**src/rtl/alu_op_issuer.sv**
```systemverilog
// alu_op_issuer
//   Issues one operation at a time to an external fixed-latency ALU and holds
//   the captured result until the consumer takes it.
//
//   Request side : REQ_VALID/REQ_READY handshake carrying REQ_MODE, REQ_CMD,
//                  REQ_OPA, REQ_OPB, REQ_CIN and REQ_INP_VALID.
//   ALU drive    : CE plus registered MODE, CMD, OPA, OPB, CIN, INP_VALID.
//   ALU return   : RES and flags ERR, OFLOW, COUT, G, L, E.
//   Response     : RSP_VALID/RSP_READY handshake carrying RSP_RES and
//                  RSP_FLAGS = {ERR,OFLOW,COUT,G,L,E}.
//   Status       : BUSY (not idle), TXN_CNT (completed responses, wraps).
//
//   The result is sampled exactly ALU_LAT rising edges after the accept edge.
//   ALU_LAT must be in the range 1..15.
module alu_op_issuer #(
  parameter int DATA_WIDTH = 8,
  parameter int CMD_WIDTH  = 4,
  parameter int ALU_LAT    = 2
) (
  input  logic                    CLK,
  input  logic                    RST,
  input  logic                    REQ_VALID,
  output logic                    REQ_READY,
  input  logic                    REQ_MODE,
  input  logic [CMD_WIDTH-1:0]    REQ_CMD,
  input  logic [DATA_WIDTH-1:0]   REQ_OPA,
  input  logic [DATA_WIDTH-1:0]   REQ_OPB,
  input  logic                    REQ_CIN,
  input  logic [1:0]              REQ_INP_VALID,
  output logic                    CE,
  output logic                    MODE,
  output logic [CMD_WIDTH-1:0]    CMD,
  output logic [DATA_WIDTH-1:0]   OPA,
  output logic [DATA_WIDTH-1:0]   OPB,
  output logic                    CIN,
  output logic [1:0]              INP_VALID,
  input  logic [2*DATA_WIDTH-1:0] RES,
  input  logic                    ERR,
  input  logic                    OFLOW,
  input  logic                    COUT,
  input  logic                    G,
  input  logic                    L,
  input  logic                    E,
  output logic                    RSP_VALID,
  input  logic                    RSP_READY,
  output logic [2*DATA_WIDTH-1:0] RSP_RES,
  output logic [5:0]              RSP_FLAGS,
  output logic                    BUSY,
  output logic [7:0]              TXN_CNT
);

  typedef enum logic [1:0] {
    IDLE  = 2'd0,
    DRIVE = 2'd1,
    RESP  = 2'd2
  } state_t;

  localparam logic [3:0] LAT_LOAD = 4'(ALU_LAT);

  state_t     state;
  logic [3:0] lat_cnt;

  // Gated by RST so the request side reads as not-ready while reset is held,
  // even though state is already forced to IDLE asynchronously.
  assign REQ_READY = (state == IDLE) && !RST;
  assign BUSY      = (state != IDLE);

  always_ff @(posedge CLK or posedge RST) begin
    if (RST) begin
      state     <= IDLE;
      lat_cnt   <= '0;
      CE        <= 1'b0;
      MODE      <= 1'b0;
      CMD       <= '0;
      OPA       <= '0;
      OPB       <= '0;
      CIN       <= 1'b0;
      INP_VALID <= '0;
      RSP_VALID <= 1'b0;
      RSP_RES   <= '0;
      RSP_FLAGS <= '0;
      TXN_CNT   <= '0;
    end else begin
      case (state)
        IDLE: begin
          if (REQ_VALID) begin
            MODE      <= REQ_MODE;
            CMD       <= REQ_CMD;
            OPA       <= REQ_OPA;
            OPB       <= REQ_OPB;
            CIN       <= REQ_CIN;
            INP_VALID <= REQ_INP_VALID;
            CE        <= 1'b1;
            lat_cnt   <= LAT_LOAD;
            state     <= DRIVE;
          end
        end
        DRIVE: begin
          // Counter holds ALU_LAT on the first edge after accept, so reaching
          // 1 lines the capture up with the ALU_LAT-th edge.
          lat_cnt <= lat_cnt - 4'd1;
          if (lat_cnt == 4'd1) begin
            RSP_RES   <= RES;
            RSP_FLAGS <= {ERR, OFLOW, COUT, G, L, E};
            RSP_VALID <= 1'b1;
            CE        <= 1'b0;
            INP_VALID <= '0;
            state     <= RESP;
          end
        end
        RESP: begin
          if (RSP_READY) begin
            RSP_VALID <= 1'b0;
            TXN_CNT   <= TXN_CNT + 8'd1;
            state     <= IDLE;
          end
        end
        default: state <= IDLE;
      endcase
    end
  end

endmodule

```
**config.mk**
```make
export PLATFORM = sky130hd
export DESIGN_NAME = alu_op_issuer
export DESIGN_NICKNAME = d
export VERILOG_FILES = /design/src/rtl/alu_op_issuer.sv
export SDC_FILE = /design/constraint.sdc
export NUM_CORES = 1
export LEC_CHECK = 0
export ABC_CLOCK_PERIOD_IN_PS = 5050
export BUFFER_PORTS_ARGS = -buffer_cell sky130_fd_sc_hd__buf_2
export CELL_PAD_IN_SITES_DETAIL_PLACEMENT = 0
export CELL_PAD_IN_SITES_GLOBAL_PLACEMENT = 2
export CORE_MARGIN = 2
export CORE_UTILIZATION = 33
export DETAILED_ROUTE_END_ITERATION = 16
export GPL_TIMING_DRIVEN = 0
export PLACE_DENSITY_LB_ADDON = 0.2
export REMOVE_ABC_BUFFERS = 1
export SLEW_MARGIN = 0
export SYNTH_ARGS = -nofsm -noshare
export SYNTH_HDL_FRONTEND = slang
export SYNTH_SLANG_ARGS = --single-unit
```
**constraint.sdc**
```tcl
create_clock -name CLK -period 5.05 [get_ports CLK]
set_input_delay 0.505 -clock CLK [delete_from_list [all_inputs] [get_ports CLK]]
set_output_delay 0.505 -clock CLK [all_outputs]
set_load 0.03 [all_outputs]
```
# ---- After elaboration in Yosys (flattened, before gate mapping)
# Index checks and enable logic that the tools add are counted.
# W data, S select, Z words.
dict set report totals {
  ff_bits 62
  latchBits 0
  ramBits 0
  romBits 0
  inputBits 50
  out_inout_bits 58
  elab_cells 49
  mem_count 0
}
dict set report classes {
  addsub 2
  mul 0
  div 0
  n_lt_le_gt_ge 0
  n_eq_ne 6
  shift 0
  n_mux 15
  n_bitwise 0
  reduce_logical 13
}
# cell count
set ops {}
lappend ops {{$mux W2} 5}
lappend ops {{$reduce_and A3 Y1} 3}
lappend ops {{$add A8 B1 Y8 const B} 1}
lappend ops {{$pmux W4 S2} 1}
lappend ops {{$reduce_and A2 Y1} 4}
lappend ops {{$ne A2 B2 Y1 const B} 3}
lappend ops {{$pmux W2 S3} 1}
lappend ops {{$reduce_bool A2 Y1} 3}
lappend ops {{$eq A4 B1 Y1 const B} 1}
lappend ops {{$mux W1} 4}
lappend ops {{$mux W4} 1}
lappend ops {{$pmux W1 S2} 2}
lappend ops {{$pmux W2 S2} 1}
lappend ops {{$sub A4 B1 Y4 const B} 1}
lappend ops {{$eq A2 B1 Y1 const B} 1}
lappend ops {{$eq A2 B2 Y1 const B} 1}
lappend ops {{$logic_not A2 Y1} 1}
lappend ops {{$logic_and A1 B1 Y1} 1}
lappend ops {{$logic_not A1 Y1} 1}

# ---- Depth between registers and ports, before layout
# Gate-level depths: netlist of run 1.
dict set report depth {
  ltp_word 3
  depth_mapped 6
  depth_no_buf 5
}

# ---- Worst setup path before layout of run 1
# OpenSTA, ideal clock, no wires.
dict set report synth_timing {
  path_kind {register to output}
  startpoint {register state[1]}
  endpoint {output REQ_READY}
  t_arrival_ns 1.304
  required_time_ns 4.545
  path_slack_ns 3.241
  stages_incl_launch_ff 4
  n_path_buf 1
  cell_sequence {dfrtp_1 > buf_6 > or2_2 > nor2_1}
}
dict set report synth_via {
  elab_chain_cells 2
}
# item line
set synth_lines {}
lappend synth_lines {{from (decl)} 60} ;# state_t state;
lappend synth_lines {{from (signal assigned)} 70} ;# state <= IDLE;
lappend synth_lines {{from (signal assigned)} 95} ;# state <= DRIVE;
lappend synth_lines {{from (signal assigned)} 108} ;# state <= RESP;
lappend synth_lines {{$logic_not A2 Y1} 65} ;# assign REQ_READY = (state == IDLE) && !RST;
lappend synth_lines {{$logic_and A1 B1 Y1} 65}
lappend synth_lines {{to (decl)} 23} ;# output logic REQ_READY,
# No other way between the ends.

# ---- Worst setup path in the final report of run 1
# Ends and elaborated chain as after synthesis.

==> results of run 1 <==
## routing by layer
metal,up-vias,routed length [um],GRT usage (%)
li1,801,-,-
met1,790,2260,16.5
met2,71,2360,18.4
met3,6,533,7.07
met4,0,53,3.79
met5,-,0,0
## power groups by stage
stage	Combinational (mW)	Clock, mW	Sequential, mW
final	1.09	0.501	0.852
after global routing	1.16	0.545	0.884
after CTS	1.10	0.522	0.852
after detailed placement	1.10	0	0.860
after global placement	1.09	0	0.851
after floorplan	0.371	0	1.26
## final timing paths
| path | endpoint | slack [ns] | cells past startpoint |
|---|---|---|---|
| worst max-delay path | REQ_READY | 3.13 | 3 |
| worst max register to register | OPA[4] | 3.14 | 3 |
| max in group asynchronous | RSP_RES[4] | 4.13 | 3 |
| worst min register to register | TXN_CNT[7] | 0.47 | 1 |
| worst min-delay path | lat_cnt[2] | 0.31 | 2 |
| min in group CLK | CMD[1] | 0.39 | 2 |
## kinds of logic (layout without fill, tap and decap cells)
kind of cell	after synthesis	count (layout)	share of synthesized area [%]
AOI/OAI and AO/OA	9	9	2.52
xor gates and xnor gates	7	7	2.42
adders and majority gates	3	3	1.48
buffers and inverters	9	128	3.11
DFF	62	62	61.2
muxes	47	47	22.3
and+or+nand+nor	27	27	6.91
## worst max-delay path: stages (launching register included)
cell and delay (ns):
dfrtp_1 0.48, or2_2 0.34, nor2_1 0.08, buf_2 0.19
## placed cells by master (no fill, tap or decap), types with 2 or more instances in the layout
cell type / synthesis / routed
xor2_1: 4 / 4
clkbuf_8: 0 / 12
nand2_1: 4 / 4
mux2_4: 10 / 10
nand2b_1: 3 / 3
dfrtp_1: 62 / 62
nor2_1: 3 / 3
buf_2: 0 / 107
mux2_1: 7 / 7
nor3_1: 2 / 2
bufinv_16: 0 / 2
o21ai_0: 2 / 2
mux2_2: 29 / 29
inv_1: 3 / 2
ha_1: 3 / 3
nand3_1: 3 / 3
nor2b_1: 2 / 2
a22o_1: 3 / 3
xnor2_1: 3 / 3
## cell type report
cell class,count,area share (%)
inverter,3,0.331
timing repair buffer,109,17.1
sequential,62,45.5
multi-input combinational,93,26.5
tap,99,3.64
clock inverter,3,1.91
clock buffer,13,4.96
## through the flow
stage | total power, mW | util, %
after floorplan | 1.63 | -
after global placement | 1.94 | 42.6
after detailed placement | 1.96 | 43.3
after CTS | 2.48 | 46.5
after global routing | 2.59 | 46.5
final | 2.44 | 46.5
## flip-flops by register name (all words and copies together) (netlist names)
signal     cells
INP_VALID      2
CIN            1
RSP_FLAGS      6
state          2
TXN_CNT        8
MODE           1
OPB            8
OPA            8
CMD            4
RSP_RES       16
RSP_VALID      1
lat_cnt        4
CE             1
## synthesized netlist by cell type
cell type and count:
a21o_1 1, a21oi_1 1, a22o_1 3, a22oi_1 1, and2b_1 1, and3_1 1, and4b_1 1, buf_6 6
dfrtp_1 62, ha_1 3, inv_1 3, mux2_1 7, mux2_2 29, mux2_4 10, mux2i_1 1, nand2_1 4
nand2_4 1, nand2b_1 3, nand3_1 3, nand3b_1 1, nand4_1 1, nor2_1 3, nor2b_1 2, nor3_1 2
nor3b_2 1, nor3b_4 1, nor4_1 1, o21ai_0 2, o21bai_1 1, or2_2 1, xnor2_1 3, xor2_1 4
==> results.cfg, run 1 <==
[die]
die_x_um = 91.6
dieArea_sq_um = 8400
start_util_pct = 34.6
rows = 31
pin_count = 108
die_h_um = 91.6
core-area_sq_um = 7330

[layout]
multi_input_area_sq_um = 903
final_cells = 382
fin_nets = 331
fillers = 682
seq_area_sq_um = 1550
antenna_cells = 0
final_area_sq_um = 3410
syn_to_final_growth_pct = 34.5
drive_above_1_share_pct = 59.4

[sta]
max_slew.worst_pin.slew_ns = 0.814
tns_ns = 0
rsz0062_at_grt = false
finalSetupViolations = 0
clock.fmax_mhz = 521
holdWs_ns = 0.313
slew_violations = 0
fin_crit_ns = 1.92
relSlewSlack_pct = 45.6
fin_ws_ns = 3.13
clock-skew-final_ns = 0.00671
hold_viol = 0
min_period_over_period_pct = 38.0

[detailed_routing]
vias = 1668
vias_per_cell = 4.37
drt-pass1-iter-count = 4
drc = 0
ant_nets = 0
wl_per_cell_um = 13.6
drt_iter0_drc = 69
routed_wl_um = 5210

[logic_synthesis]
synth_cell_types = 32
synth_cells = 164
yosys.area.top_type = dfrtp_1
yosysSeqAreaShare_pct = 61.2
synth_top_area_share_pct = 61.2
ys_warn_count = 0
synth.avg_cell_area_sq_um = 15.4
netlist_area_sq_um = 2530
netlist_top_cells_area = dfrtp_1, mux2_2, mux2_4
synth_seq_cells = 62

[pwr]
power_leakage_nw = 1.72
p_sw_mw = 0.976
clkPwrFrac_pct = 20.5
p_int_mw = 1.46
comb_power_share_pct = 44.5
peakVddDrop_mv = 0.329
p_seq_share_pct = 34.9
netSwitchingFraction_pct = 40.0
powerDensity_nw_per_um2 = 716

[critical_path]
r2r-start = state[1]
crit_start = state[1]
endpoint_kind = primary output
critical_path_required_ns = 4.55
crit_fanout = 9
startpoint_type = register
critPathArrivalTime_ns = 1.42
path_class = register to primary output

[clocking]
cts.path.max_buffers = 2
cts-resized-gates = 0
clkLatencyLatePin_ns = 0.33
post_cts_buffers = 0
clockRootBuffer = clkbuf_8
cts_sinks = 62
tritoncts = yes
hold_buffers = 0
cts_buffers = 9
htree_levels = 3
path_clk_slew_ns = 0.07

[grt]
first_global_vias = 1631
antenna_found_initial = 0
grt_first_pass_wirelength_um = 8240
overflow = 0
grtUsageTotal_pct = 12.8
grt_max_degree = 35

[placement]
pre_cts_ws_ns = 3.04
hpwl_um = 3700
dp_cells = 366
gp_routability_congestion = 0.677
portBuffers = 107
placed_cell_area_sq_um = 3170

[run_status]
status = finished clean

[run]
cap_violations = 0

[min_path]
hold_path.class = primary input to asynchronous set/reset pin
Note: power is estimated with default switching activity, not from simulation.
==> inputs of run 2 (changes only) <==
Settings changed: ABC_CLOCK_PERIOD_IN_PS 5050 to 1600, CORE_UTILIZATION 33 to 27.
Clock period 5.05 ns to 1.6 ns, I/O delays scaled along.
==> run 2 against run 1 <==
Core utilization shrank 8.4 points. Combinational power rose to 3.4 times the previous value. Sequential cell count unchanged. The run now ends with negative hold slack left. First-iteration DRC count shrank 72%. Setup slack worse by 3.1 ns. Critical path type is now register to register. Largest power group unchanged. Via count increased by 3.2%. Sequential share of layout area shrank 0.99 points. Clock skew fell by 0.0011 ns.
==> results.cfg, run 2 (synthesis gave the netlist of run 1 again) <==
[die]
rows = 35
die_x_um = 101
die_h_um = 101
start_util_pct = 27.7
core-area_sq_um = 9150
dieArea_sq_um = 10200
pin_count = 108

[pwr]
total_power_mw = 7.70
p_seq_share_pct = 35.0
p_sw_mw = 3.25
comb_power_share_pct = 47.8
netSwitchingFraction_pct = 42.3
p_int_mw = 4.44
power_leakage_nw = 1.73
powerDensity_nw_per_um2 = 2210
clkPwrFrac_pct = 17.2
peakVddDrop_mv = 0.909

[critical_path]
path_class = register to register
critPathArrivalTime_ns = 1.74
startpoint_type = register
ff2ff_setup_slack_ns = 0.07
endpoint_kind = register
rr_worst_depth = 5
crit_fanout = 13
critical_path_required_ns = 1.81

[grt]
overflow = 0
grt_first_pass_wirelength_um = 8980
grtUsageTotal_pct = 11.6
first_global_vias = 1710
grt_max_degree = 63
antenna_found_initial = 0

[sta]
slew_violations = 0
hold_viol = 7
max_slew.worst_pin.slew_ns = 0.780
relSlewSlack_pct = 48.0
holdWs_ns = -0.00270
finalSetupViolations = 0
tns_ns = 0
fin_ws_ns = 0.0729
min_period_over_period_pct = 95.4
clock.fmax_mhz = 655
fin_crit_ns = 1.53
clock-skew-final_ns = 0.00563

[placement]
hpwl_um = 3880
pre_cts_ws_ns = -0.386
portBuffers = 107
gp_routability_congestion = 0.698

[clocking]
cts_sinks = 62
cts.path.max_buffers = 2
htree_levels = 3
clkLatencyLatePin_ns = 0.33
clockRootBuffer = clkbuf_8
cts_buffers = 9
path_clk_slew_ns = 0.07
tritoncts = yes

[detailed_routing]
highest_layer = met4
vias_per_cell = 4.27
drt_iter0_drc = 19
routed_wl_um = 5950
drc = 0
wl_met1_um = 2640
vias = 1721
drt-pass1-iter-count = 3
wl_met3_um = 384
wl_met2_um = 2880
ant_nets = 0
wl_per_cell_um = 14.8

[layout]
final_cell_mix = buf_2, dfrtp_1, mux2_2
regMostFlops = RSP_RES
largest_reg_flops = 16
utilization_pct = 38.1
fin_nets = 340
antenna_cells = 0
drive_above_1_share_pct = 62.3
final_common_cell = buf_2
syn_to_final_growth_pct = 37.7

[min_path]
hold_path.class = primary input to asynchronous set/reset pin

[run]
cap_violations = 0

[run_status]
status = finished with violations
violations = negative hold slack
[run 2: cell count changes in the layout (fill, tap and decap cells not counted), sizes merged]
cell	delta
buf	+6
bufinv	-1
clkbuf	-3
clkinv	+3
clkinvlp	+2
nand2	+2
[run 2: per-layer routing]
metal  track usage [%]  vias up
met1              15.5      850
met3              5.06        5
met2              17.1       51
met5                 0        -
li1                  -      815
met4              3.48        0
[run 2: final timing paths]
kind	startpoint	end
worst max register to register	lat_cnt[0]	RSP_FLAGS[2]
worst max-delay path	lat_cnt[0]	RSP_FLAGS[2]
worst min-delay path	RST	lat_cnt[2]
worst min register to register	TXN_CNT[7]	TXN_CNT[7]
min in group CLK	RSP_READY	state[1]
max in group asynchronous	RST	state[1]
[run 2: cell type report]
| type | count | area [sq um] |
|---|---|---|
| inverters | 3 | 13.8 |
| clock buffers | 9 | 124 |
| multi-input cells | 95 | 951 |
| flip-flops and latches | 62 | 1550 |
| repair buffers | 116 | 642 |
| clock inverters | 7 | 65.1 |
| well taps | 111 | 139 |
| fillers | 948 | 5660 |
[run 2: stage by stage]
stage	hold WS (ns)	instances	instance area [sq um]
2_1_floorplan	0.267	158	2470
3_3_place_gp	0.376	376	3140
3_5_place_dp	0.382	377	3170
4_1_cts	0.0172	395	3400
5_1_grt	0.0225	403	3490
6_report	-0.00270	403	3490
[run 2: worst max-delay path, cell delays in order, from the launching register on]
cell,delay (ns)
dfrtp_1,0.42
ha_1,0.21
nor3b_4,0.15
buf_6,0.15
nand2_8,0.13
mux2_2,0.34
[run 2: power by group through the flow]
stage / Combinational, mW / Sequential, mW / Clock [mW]
6_report: 3.68 / 2.70 / 1.32
5_1_grt: 3.92 / 2.80 / 1.46
4_1_cts: 3.56 / 2.72 / 1.39
3_5_place_dp: 3.50 / 2.72 / 0
3_3_place_gp: 3.44 / 2.69 / 0
2_1_floorplan: 1.17 / 3.99 / 0
[run 2: what timing repair did]
item,CTS,global route
hold buffers,0,0
buffers inserted,1,7
resized for setup,4,7
gates cloned,1,1
setup endpoints to repair,49,26
pin swaps,2,1
==> inputs of run 3 (changes only) <==
Settings changed: PLACE_DENSITY set to 0.73, PLACE_DENSITY_LB_ADDON 0.2 to not set.
==> run 3 against run 2 <==
The run now ends clean. Core utilization grew 0.46 points. Critical path type unchanged. Setup slack lost 0.015 ns. Via count grew 0.35%. Non-clock buffer count grew 1. Register-to-register slack is essentially flat. First-iteration DRC count grew 11%. Sequential power is essentially flat. Global-route usage shrank 0.39 points. Sequential cell count is the same. Sequential share of layout area shrank 0.54 points.
==> results.cfg, run 3 (synthesis gave the netlist of run 1 again) <==
[run_status]
status = finished clean

[critical_path]
max_stage_delay_ns = 0.42
endpoint_kind = register
cp_cell_sequence = ha_1 -> nor3b_4 -> buf_4 -> nand2_8 -> mux2_2
path_buf_inv = 1
cp_top_family = flip-flops
crit_fanout = 14
critical_path_required_ns = 1.82
crit_start = lat_cnt[0]
crit_slowest_cell = dfrtp_1
r2r-start = lat_cnt[0]
critPathArrivalTime_ns = 1.76
path_class = register to register
startpoint_type = register

[die]
die_h_um = 101
rows = 35
start_util_pct = 27.7
pin_count = 108
dieArea_sq_um = 10200
die_x_um = 101
core-area_sq_um = 9150

[placement]
hpwl_um = 3690
gp_routability_congestion = 0.692
dp_cells = 378
placed_cell_area_sq_um = 3180
portBuffers = 107

[sta]
relSlewSlack_pct = 52.8
rsz0062_at_grt = true
min_period_over_period_pct = 96.4
slew_violations = 0
hold_viol = 0
max_slew.worst_pin.slew_ns = 0.707
finalSetupViolations = 0
fin_crit_ns = 1.54
clock.fmax_mhz = 649
clock-skew-final_ns = 0.00545

[layout]
final_cells = 403
antenna_cells = 0
fillers = 928
drive_above_1_share_pct = 61.3
final_area_sq_um = 3530
seq_area_sq_um = 1550
final_cell_mix = buf_2, dfrtp_1, mux2_2
multi_input_area_sq_um = 941
syn_to_final_growth_pct = 39.4
fin_nets = 340
largest_reg_flops = 16
final_common_cell = buf_2
regMostFlops = RSP_RES

[grt]
overflow = 0
grtUsageTotal_pct = 11.3
first_global_vias = 1736
grt_first_pass_wirelength_um = 8570
antenna_found_initial = 0
grt_max_degree = 33

[detailed_routing]
wl_per_cell_um = 13.7
drt-pass1-iter-count = 4
drc = 0
routed_wl_um = 5510
ant_nets = 0
vias_per_cell = 4.29
vias = 1727
drt_iter0_drc = 21

[clocking]
cts.path.max_buffers = 2
htree_levels = 3
path_clk_slew_ns = 0.07
cts_sinks = 62
tritoncts = yes
clockRootBuffer = clkbuf_8
clkLatencyLatePin_ns = 0.34
cts_buffers = 9

[min_path]
worstHoldStart = RSP_READY
hold_path.class = primary input to register

[pwr]
powerDensity_nw_per_um2 = 2250
peakVddDrop_mv = 0.872
power_leakage_nw = 1.75

[run]
cap_violations = 0
[run 3: cell types whose count changed in the layout (fill, tap and decap cells not counted), sizes merged]
cell / before / now
bufinv: 1 / 3
buf: 115 / 116
nand2: 7 / 6
clkinv: 4 / 1
dlygate4sd3: 0 / 1
[run 3: final timing paths]
check	endpoint	slack, ns	cells past startpoint
max reg2reg	RSP_RES[6]	0.06	5
min reg2reg	TXN_CNT[7]	0.47	1
min in group asynchronous	TXN_CNT[0]	0.51	3
max in group asynchronous	RSP_FLAGS[5]	0.48	4
min	state[1]	0.03	2
max	RSP_RES[6]	0.06	5
[run 3: final cells by class]
type,count,area share [%]
Sequential cell,62,44.0
Multi-Input combinational cell,94,26.6
Timing Repair Buffer,117,18.4
Tap cell,111,3.93
Clock buffer,10,3.61
Clock inverter,6,3.12
Inverter,3,0.319
[run 3: stage by stage]
| step | utilization [%] | hold slack (ns) | setup WS, ns | TNS [ns] | power (mW) |
|---|---|---|---|---|---|
| after CTS | 38.2 | 0.00697 | 0.0177 | 0 | 8.05 |
| final | 38.6 | 0.0332 | 0.0580 | 0 | 7.96 |
| after detailed placement | 34.7 | 0.331 | -0.439 | -8.14 | 6.18 |
| after floorplan | - | 0.267 | -0.315 | -12.93 | 5.16 |
| after global routing | 38.6 | 0.0189 | -0.00833 | -0.0245 | 8.46 |
| after global placement | 34.3 | 0.378 | -1.03 | -80.46 | 6.09 |
[run 3: worst reg2reg max path, stage by stage, from the launching register on]
cell     delay [ns]
dfrtp_1        0.42
ha_1           0.22
nor3b_4        0.15
buf_4          0.15
nand2_8        0.12
mux2_2         0.36
[run 3: power by group]
part / switching, mW / internal [mW]
clock network: 0.630 / 1.03
registers: 0.402 / 2.29
logic: 2.19 / 1.42
[run 3: per-layer routing]
metal | wire [um] | vias up | GRT usage [%]
li1 | - | 815 | -
met1 | 2390 | 832 | 13.6
met2 | 2560 | 76 | 17.3
met3 | 522 | 4 | 5.83
met4 | 32 | 0 | 3.79
met5 | 0 | - | 0
[run 3: repair_timing]
| action | 4_1_cts | 5_1_grt |
|---|---|---|
| setup endpoints to repair | 49 | 10 |
| hold endpoints to repair | 31 | 0 |
| cloned | 1 | 0 |
| hold buffers | 1 | 0 |
| pin swaps | 2 | 0 |
| buffers inserted | 3 | 4 |
| resized for setup | 7 | 1 |
